==> src/rtl/flash_if_pkg.sv <==
// Shared types and sizing helpers for the flash read responder.
package flash_if_pkg;

    typedef enum logic [1:0] {
        IDLE  = 2'd0,
        STALL = 2'd1,
        GRANT = 2'd2
    } fsm_state_t;

    localparam int ADDR_W_DEF = 23;
    localparam int DATA_W_DEF = 32;

    // Bits needed to hold any value 0..max_val (never less than 1).
    function automatic int pend_width(input int max_val);
        int w;
        w = 1;
        while ((1 << w) <= max_val) w++;
        return w;
    endfunction

endpackage

==> src/rtl/resp_delay_line.sv <==
// Valid+data shift register carrying read responses toward the bus.
// A stage only loads data when a valid word arrives, so the last stage
// keeps presenting the most recently returned word between strobes.
module resp_delay_line #(
    parameter int DATA_W = 32,
    parameter int DEPTH  = 2
) (
    input  logic              clk,
    input  logic              reset_all,
    input  logic              in_valid,
    input  logic [DATA_W-1:0] in_data,
    output logic              out_valid,
    output logic [DATA_W-1:0] out_data
);

    logic [DEPTH-1:0]             vld_pipe;
    logic [DEPTH-1:0][DATA_W-1:0] dat_pipe;

    // Shift valid every edge; advance data only alongside a valid bit.
    always_ff @(posedge clk or posedge reset_all) begin
        if (reset_all) begin
            vld_pipe <= '0;
            dat_pipe <= '0;
        end else begin
            vld_pipe[0] <= in_valid;
            if (in_valid) dat_pipe[0] <= in_data;
            for (int i = 1; i < DEPTH; i++) begin
                vld_pipe[i] <= vld_pipe[i-1];
                if (vld_pipe[i-1]) dat_pipe[i] <= dat_pipe[i-1];
            end
        end
    end

    assign out_valid = vld_pipe[DEPTH-1];
    assign out_data  = dat_pipe[DEPTH-1];

endmodule

==> src/rtl/flash_read_responder.sv <==
// Avalon-MM read-only slave in front of a synchronous sample memory.
// Inserts WAIT_STATES stall cycles before each grant, returns data
// READ_LATENCY edges after accept, and allows up to MAX_PENDING reads
// in flight with strictly in-order responses.
module flash_read_responder
    import flash_if_pkg::*;
#(
    parameter int ADDR_W       = ADDR_W_DEF,
    parameter int DATA_W       = DATA_W_DEF,
    parameter int WAIT_STATES  = 2,
    parameter int READ_LATENCY = 3,
    parameter int MAX_PENDING  = 4
) (
    input  logic              clk,
    input  logic              reset_all,
    input  logic              avs_read,
    input  logic [ADDR_W-1:0] avs_address,
    output logic              avs_waitrequest,
    output logic [DATA_W-1:0] avs_readdata,
    output logic              avs_readdatavalid,
    output logic              mem_rd,
    output logic [ADDR_W-1:0] mem_addr,
    input  logic [DATA_W-1:0] mem_rdata,
    output logic              busy
);

    localparam int PEND_W = pend_width(MAX_PENDING);
    localparam int CNT_W  = pend_width(WAIT_STATES);
    localparam logic [CNT_W-1:0]  CNT_INIT = CNT_W'((WAIT_STATES > 0) ? WAIT_STATES - 1 : 0);
    localparam logic [PEND_W-1:0] PEND_MAX = PEND_W'(MAX_PENDING);

    fsm_state_t        state, state_nxt;
    logic [CNT_W-1:0]  cnt, cnt_nxt;
    logic [PEND_W-1:0] pending;
    logic              accept;
    logic              acc_d;
    logic              room;

    assign room = (pending < PEND_MAX);

    // State and wait-state counter registers.
    always_ff @(posedge clk or posedge reset_all) begin
        if (reset_all) begin
            state <= IDLE;
            cnt   <= '0;
        end else begin
            state <= state_nxt;
            cnt   <= cnt_nxt;
        end
    end

    // Next-state and bus outputs; waitrequest depends on state only so the
    // master never sees a combinational path from its own read strobe.
    always_comb begin
        state_nxt       = state;
        cnt_nxt         = cnt;
        avs_waitrequest = 1'b1;
        mem_rd          = 1'b0;
        mem_addr        = '0;
        accept          = 1'b0;
        case (state)
            IDLE: begin
                if (avs_read && room) begin
                    if (WAIT_STATES == 0) begin
                        state_nxt = GRANT;
                    end else begin
                        state_nxt = STALL;
                        cnt_nxt   = CNT_INIT;
                    end
                end
            end
            STALL: begin
                if (!avs_read)         state_nxt = IDLE;
                else if (cnt == '0)    state_nxt = GRANT;
                else                   cnt_nxt   = cnt - CNT_W'(1);
            end
            GRANT: begin
                avs_waitrequest = 1'b0;
                mem_addr        = avs_address;
                if (avs_read) begin
                    accept = 1'b1;
                    mem_rd = 1'b1;
                end
                state_nxt = IDLE;
            end
            default: state_nxt = IDLE;
        endcase
    end

    // Outstanding-read count; accept and return on one edge cancel out.
    always_ff @(posedge clk or posedge reset_all) begin
        if (reset_all) begin
            pending <= '0;
        end else begin
            case ({accept, avs_readdatavalid})
                2'b10:   pending <= pending + PEND_W'(1);
                2'b01:   pending <= pending - PEND_W'(1);
                default: pending <= pending;
            endcase
        end
    end

    // Memory answers one edge after mem_rd; this marks that edge's data valid.
    always_ff @(posedge clk or posedge reset_all) begin
        if (reset_all) acc_d <= 1'b0;
        else           acc_d <= accept;
    end

    resp_delay_line #(
        .DATA_W (DATA_W),
        .DEPTH  (READ_LATENCY - 1)
    ) u_dly (
        .clk       (clk),
        .reset_all (reset_all),
        .in_valid  (acc_d),
        .in_data   (mem_rdata),
        .out_valid (avs_readdatavalid),
        .out_data  (avs_readdata)
    );

    assign busy = (state != IDLE) || (pending != '0);

endmodule

==> config.mk <==
export PLATFORM = sky130hd
export DESIGN_NAME = flash_read_responder
export DESIGN_NICKNAME = d
export VERILOG_FILES = /design/src/rtl/flash_if_pkg.sv /design/src/rtl/resp_delay_line.sv /design/src/rtl/flash_read_responder.sv
export SDC_FILE = /design/constraint.sdc
export NUM_CORES = 1
export LEC_CHECK = 0
export ABC_CLOCK_PERIOD_IN_PS = 2000
export BUFFER_PORTS_ARGS = -buffer_cell sky130_fd_sc_hd__buf_2
export CORE_UTILIZATION = 46
export CTS_BUF_LIST = sky130_fd_sc_hd__clkbuf_8
export CTS_CLUSTER_SIZE = 25
export DETAILED_ROUTE_END_ITERATION = 10
export PLACE_DENSITY = 0.8
export SYNTH_ARGS = -nofsm -noshare
export SYNTH_HDL_FRONTEND = slang
export SYNTH_SLANG_ARGS = --single-unit
==> constraint.sdc <==
create_clock -name clk -period 2 [get_ports clk]
set_input_delay 0.1 -clock clk [delete_from_list [all_inputs] [get_ports clk]]
set_output_delay 0.1 -clock clk [all_outputs]
set_load 0.005 [all_outputs]
-- Word level (Yosys, flattened, before mapping)
Index checks and enable logic that the tools add are counted.
- bits in registers: 74
- input port bits: 58
- output and inout port bits: 59
- logic and storage cells: 41
- add/subtract/negate cells: 3
- $lt $le $gt $ge: 1
- equal/unequal tests: 8
- mux-type cells: 12
- reduce and logical (&&, ||, !) cells: 10
- operator list (kind ; count):
    $mux 23 ; 1
    $mux 2 ; 5
    $pmux 2 s2 ; 2
    $ne 2x2->1 const B ; 3
    $pmux 3 s2 ; 1
    $reduce_bool 2->1 ; 3
    $eq 2x1->1 const B ; 2
    $eq 2x2->1 const B ; 2
    $logic_not 2->1 ; 2
    $reduce_and 4->1 ; 1
    $add 3x1->3 const B ; 1
    $lt 3x3->1 const B ; 1
    $mux 1 ; 3
    $ne 3x3->1 const B ; 1
    $reduce_bool 3->1 ; 1
    $sub 3x1->3 const B ; 1
    $reduce_and 2->1 ; 1
    $sub 2x1->2 const B ; 1
    $logic_and 1x1->1 ; 1
    $logic_or 1x1->1 ; 1

-- Depth between registers and ports, before layout
- word-level depth: 4
- depth in mapped cells: 9

-- Cells and area by module
A second synthesis with hierarchy kept.
- cells, all modules: 234
- area, all modules: 3542.1 sq um
- by module, submodules not included (module ; times used ; cells an instance ; area an instance (sq um) ; seq. area each (sq um)):
    resp_delay_line ; 1 ; 171 ; 2984.1 ; 1651.6
    flash_read_responder ; 1 ; 63 ; 558.0 ; 200.2

-- Least setup slack after synthesis
No wires, ideal clock.
- path type: register -> register
- from: reg state[0]
- to: reg pending[2]
- library setup time: 0.079 ns
- arrival: 1.872 ns
- path slack: 0.049 ns
- cell stages (with the launch flop): 10
- path buffers: 1
- cells stage by stage: dfrtp_1 -> and2b_2 -> clkbuf_1 -> nand2_1 -> ha_1 -> inv_1 -> fa_1 -> xor2_1 -> nor2_1 -> xor2_1
- word-level cells in the longest chain between the ends: 4
- elaborated cells on any way between the ends: 6
- classes of those cells: eq/ne: 3; mux: 2; reduce/logical: 1
- RTL lines (item ; RTL line ; RTL):
    start: declaration ; flash_read_responder.sv:32 ; fsm_state_t state, state_nxt;
    start signal: assignment ; flash_read_responder.sv:47 ; state <= state_nxt;
    $eq 2x2->1 (*) ; flash_read_responder.sv:61 ; case (state)
    $mux 1 (*) ; flash_read_responder.sv:61 ;
    $eq 2x1->1 or $eq 2x2->1 (tied branches) ; flash_read_responder.sv:95 ; case ({accept, avs_readdatavalid})
    $pmux 3 s2 or $reduce_bool 2->1 (tied branches) ; n/a ;
    end signal: assignment ; flash_read_responder.sv:96 ; 2'b10: pending <= pending + PEND_W'(1);
    end signal: assignment ; flash_read_responder.sv:97 ; 2'b01: pending <= pending - PEND_W'(1);
    end signal: assignment ; flash_read_responder.sv:98 ; default: pending <= pending;
    end: declaration ; flash_read_responder.sv:34 ; logic [PEND_W-1:0] pending;
Every way passes the cells marked *; elsewhere a longest branch is shown, timed or not.
A chain may end at the register's enable or synchronous reset.

-- Worst setup path in the final report
- from: reg state[1]
- to: reg pending[2]
Same word-level chain as after synthesis.

==> run summary <==
By count the netlist is led by 74 x sky130_fd_sc_hd__dfrtp_1, 61 x sky130_fd_sc_hd__mux2_2, 38 x sky130_fd_sc_hd__buf_4, 19 x sky130_fd_sc_hd__and2_1, 9 x sky130_fd_sc_hd__inv_1. Max-cap violations in this run came to 0. The share of final-layout standard cells stronger than drive strength 1 is 0.575. TritonCTS built the clock tree. In this run, synthesis inferred 0 flip-flops with an integrated enable. The critical path goes through and2b_2, nand2_1, ha_1, inv_1, fa_2, xor2_1, nor2_1, xor2_1. After detailed routing, the average wire length per cell comes to 13.0 µm. The H-tree was split into 3 levels. The count of input and output buffers is 116.

The tools report the count of warnings emitted by yosys as 0. The horizontal extent of the die was 85.7 µm. The number of hold-slack violations in the final timing report came out at 0. The final routed DRC violation total came out at 0. The overall fraction of global-route tracks in use is 0.174, and the final clock period utilization by the worst path is 0.927. At the pin with the least slew margin, the transition time is 643 ps.

On the final layout, the worst clock skew is 13.4 ps. The flow ran to the end, and the final reports show no timing, DRC or antenna violations. The register area was 1850 µm². The synthesized netlist contains 23 unique library cells. The path class of the tightest hold or removal check is input pin to register.

The cell area power density is 1210 nW/µm². For this run, the detailed router's first-pass iteration total came to 4. The tools report the number of diodes as 0. For the footprint of the multi-input gates, the log shows 1040 µm². The logs give 416 for the number of nets at the end of the flow and 0 for the remaining global-route overflow.

The number of setup violations in the final report was 0. The core region is 6790 µm². The logs give 330 ps for the clock network latency to the later pin of the worst-skew pair and 9 for the number of buffers added by the clock tree synthesis step. The number of storage elements in the synthesis netlist works out to 74.

The global-route wire length before repair is 9.82 mm. The most used flip-flop cell after synthesis is sky130_fd_sc_hd__dfrtp_1. The family with the most delay on the worst path is adder cells. The biggest area contributor in the post-synthesis netlist is sky130_fd_sc_hd__dfrtp_1. The number of global-route vias before repair came out at 2103. The largest vdd supply drop was 0.721 mV. The floorplan step defined a die boundary enclosing 7350 µm².

By area the synthesized netlist is led by sky130_fd_sc_hd__dfrtp_1 57%, sky130_fd_sc_hd__mux2_2 21%, sky130_fd_sc_hd__buf_4 8.9%, sky130_fd_sc_hd__and2_1 3.7%, sky130_fd_sc_hd__mux2_1 1.4%. The final hold slack is 13.4 ps, and the post-detailed-route count of antenna-violating nets is 0. STA classifies the critical path startpoint as a register. Placer's final routability congestion estimate: 0.709.

For the worst path setup slack after routing, the log shows 145 ps. The cell seen most often among critical-path stages was sky130_fd_sc_hd__xor2_1. The share of the core filled with cells in the final layout came out at 0.626. The global routing stage identified its most utilized layer as met2. After technology mapping, the gate count stands at 233. Required time at the worst-slack endpoint: 2250 ps. Area added between synthesis and finish: 32.0%. The total wire length is 5.92 mm. The portion of the post-synthesis area used by sequential elements was 0.575; the number of vias in the routed layout was 2086.

The logs give 0.208 for the global routing usage on met1 and 531 for the number of filler cells placed in the layout. The fraction of registers with async set/reset is 1.00. Most common cell in the synthesized netlist: sky130_fd_sc_hd__dfrtp_1.

The number of standard-cell rows in the floorplan is 30, and the maximum frequency from static timing analysis is 539 MHz. The longest individual stage delay on the worst path was 400 ps; the pin count of the biggest net entering global routing was 39. The half-perimeter wire length after placement came out at 3.92 mm. Number of max-slew violations in the final report: 0. The per-cell via count in the routed design is 4.57. The logs give 408 for the number of placed instances with taps included and 0.474 for the effective utilization at floorplan. The met2 capacity usage during global routing was 0.301.

The logs give 0.0423 for the met3 track demand over resource and 2 for the maximum count of clock buffers along a single path. Synthesis produced a netlist with a net count of 294. For the number of placed I/O pins, the log shows 117. Clock tree synthesis selected as its root buffer the cell sky130_fd_sc_hd__clkbuf_8. The post-synthesis area per instance was 13.8 µm²; the post-layout minimum cycle time was 1850 ps. Summed over all failing endpoints, the final setup total negative slack is 0 ps. The final non-filler cell total was 456. The critical setup path kind was register to register. Critical path data arrival time: 2100 ps. The leakage power of the design came out at 2.31 nW.

On the critical path, the stage with the largest delay is an instance of sky130_fd_sc_hd__dfrtp_1. Setup repair after global routing left no endpoint under its margin. The share of the synthesized area in the top cell type was 0.575; the relative max-transition margin was 0.571. The die is 85.7 µm tall.

The count of buffer and inverter cells on the critical path is 1. The number of clock sinks is 74, and the number of antenna violations at the first check in global routing is 0. The run gives 39 as the first-iteration detailed-routing DRC count. The highest fanout seen on the critical path is 3, and the synthesized area is 3220 µm². After clock tree synthesis, the clock-pin slew on the worst setup and hold paths is 70 ps. OpenSTA, run right after detailed placement, puts the worst setup slack at 145 ps. The endpoint class of the critical path is a register.
-- power by group --
group	total, mW	switching [mW]	internal, mW	leakage (nW)
clock network	1.41	0.519	0.893	0.127
logic	1.31	0.475	0.832	1.21
registers	2.42	0.301	2.12	0.982
total	5.14	1.29	3.84	2.31
-- metrics by stage --
| stage | power, mW | instance area, µm² |
|---|---|---|
| CTS | 5.18 | 4210 |
| detailed placement | 3.70 | 3690 |
| finish | 5.14 | 4260 |
| floorplan | 3.52 | 3220 |
| global placement | 3.60 | 3690 |
| global route | 5.48 | 4260 |
-- flip-flops by register name (all words and copies together), names as in the netlist --
register / flops
u_dly.vld_pipe: 2
u_dly.dat_pipe: 32
acc_d: 1
pending: 3
state: 2
u_dly.out_data: 32
cnt: 2
-- path summary, 6_finish.rpt --
| kind | from | endpoint | slack (ps) | depth (start not counted) |
|---|---|---|---|---|
| hold / removal | mem_rdata[30] | u_dly.dat_pipe[30]$_DFFE_PP0P_ | 10 | 2 |
| setup reg to reg | state[1]$_DFFE_PP0P_ | pending[2]$_DFFE_PP0P_ | 150 | 8 |
| min in group asynchronous | reset_all | u_dly.dat_pipe[19]$_DFFE_PP0P_ | 370 | 3 |
| hold reg to reg | pending[0]$_DFFE_PP0P_ | pending[0]$_DFFE_PP0P_ | 480 | 1 |
| max in group asynchronous | reset_all | u_dly.dat_pipe[29]$_DFFE_PP0P_ | 1010 | 4 |
| setup / recovery | state[1]$_DFFE_PP0P_ | pending[2]$_DFFE_PP0P_ | 150 | 8 |
-- area by class of cell --
cell class / count / share of cell area
multi-input combinational: 108 / 0.244
clock inverter: 5 / 0.0238
sequential: 74 / 0.435
timing repair buffer: 153 / 0.225
inverter: 9 / 0.00823
tap: 96 / 0.0282
clock buffer: 11 / 0.0356
-- worst register-to-register path: stages, from the launching register on --
cell,delay [ps]
sky130_fd_sc_hd__dfrtp_1,400
sky130_fd_sc_hd__and2b_2,210
sky130_fd_sc_hd__nand2_1,100
sky130_fd_sc_hd__ha_1,190
sky130_fd_sc_hd__inv_1,80
sky130_fd_sc_hd__fa_2,370
sky130_fd_sc_hd__xor2_1,170
sky130_fd_sc_hd__nor2_1,110
sky130_fd_sc_hd__xor2_1,150
-- what timing repair did --
action                                  in CTS  in global routing
endpoints found under the setup margin       0                  1
resized for setup                            0                  1
buffers inserted                             0                  3
hold buffers                                27                  2
endpoints found under the hold margin       63                  2
-- metal layers --
metal	up-vias	wire [µm]
met5	-	0
met4	0	117
met2	73	3000
li1	981	-
met1	1021	2530
met3	11	270
-- cells in the final DEF, fill, tap and decap left out, types with 4 or more instances in the layout --
cell type / n
sky130_fd_sc_hd__inv_1: 9
sky130_fd_sc_hd__dfrtp_1: 74
sky130_fd_sc_hd__mux2_1: 4
sky130_fd_sc_hd__clkbuf_8: 11
sky130_fd_sc_hd__buf_2: 116
sky130_fd_sc_hd__dlygate4sd3_1: 29
sky130_fd_sc_hd__and2_1: 19
sky130_fd_sc_hd__buf_4: 6
sky130_fd_sc_hd__mux2_2: 61
sky130_fd_sc_hd__and2_2: 4
-- logic make-up after synthesis --
kind of cell,count (synthesis),synth area share
fa+ha+maj,3,0.0140
xor+xnor,3,0.00815
buf+inv,51,0.104
compound gates,1,0.00155
simple gates,34,0.0648
mux,67,0.233
flops,74,0.575
Note: power is estimated with default switching activity, not from simulation.
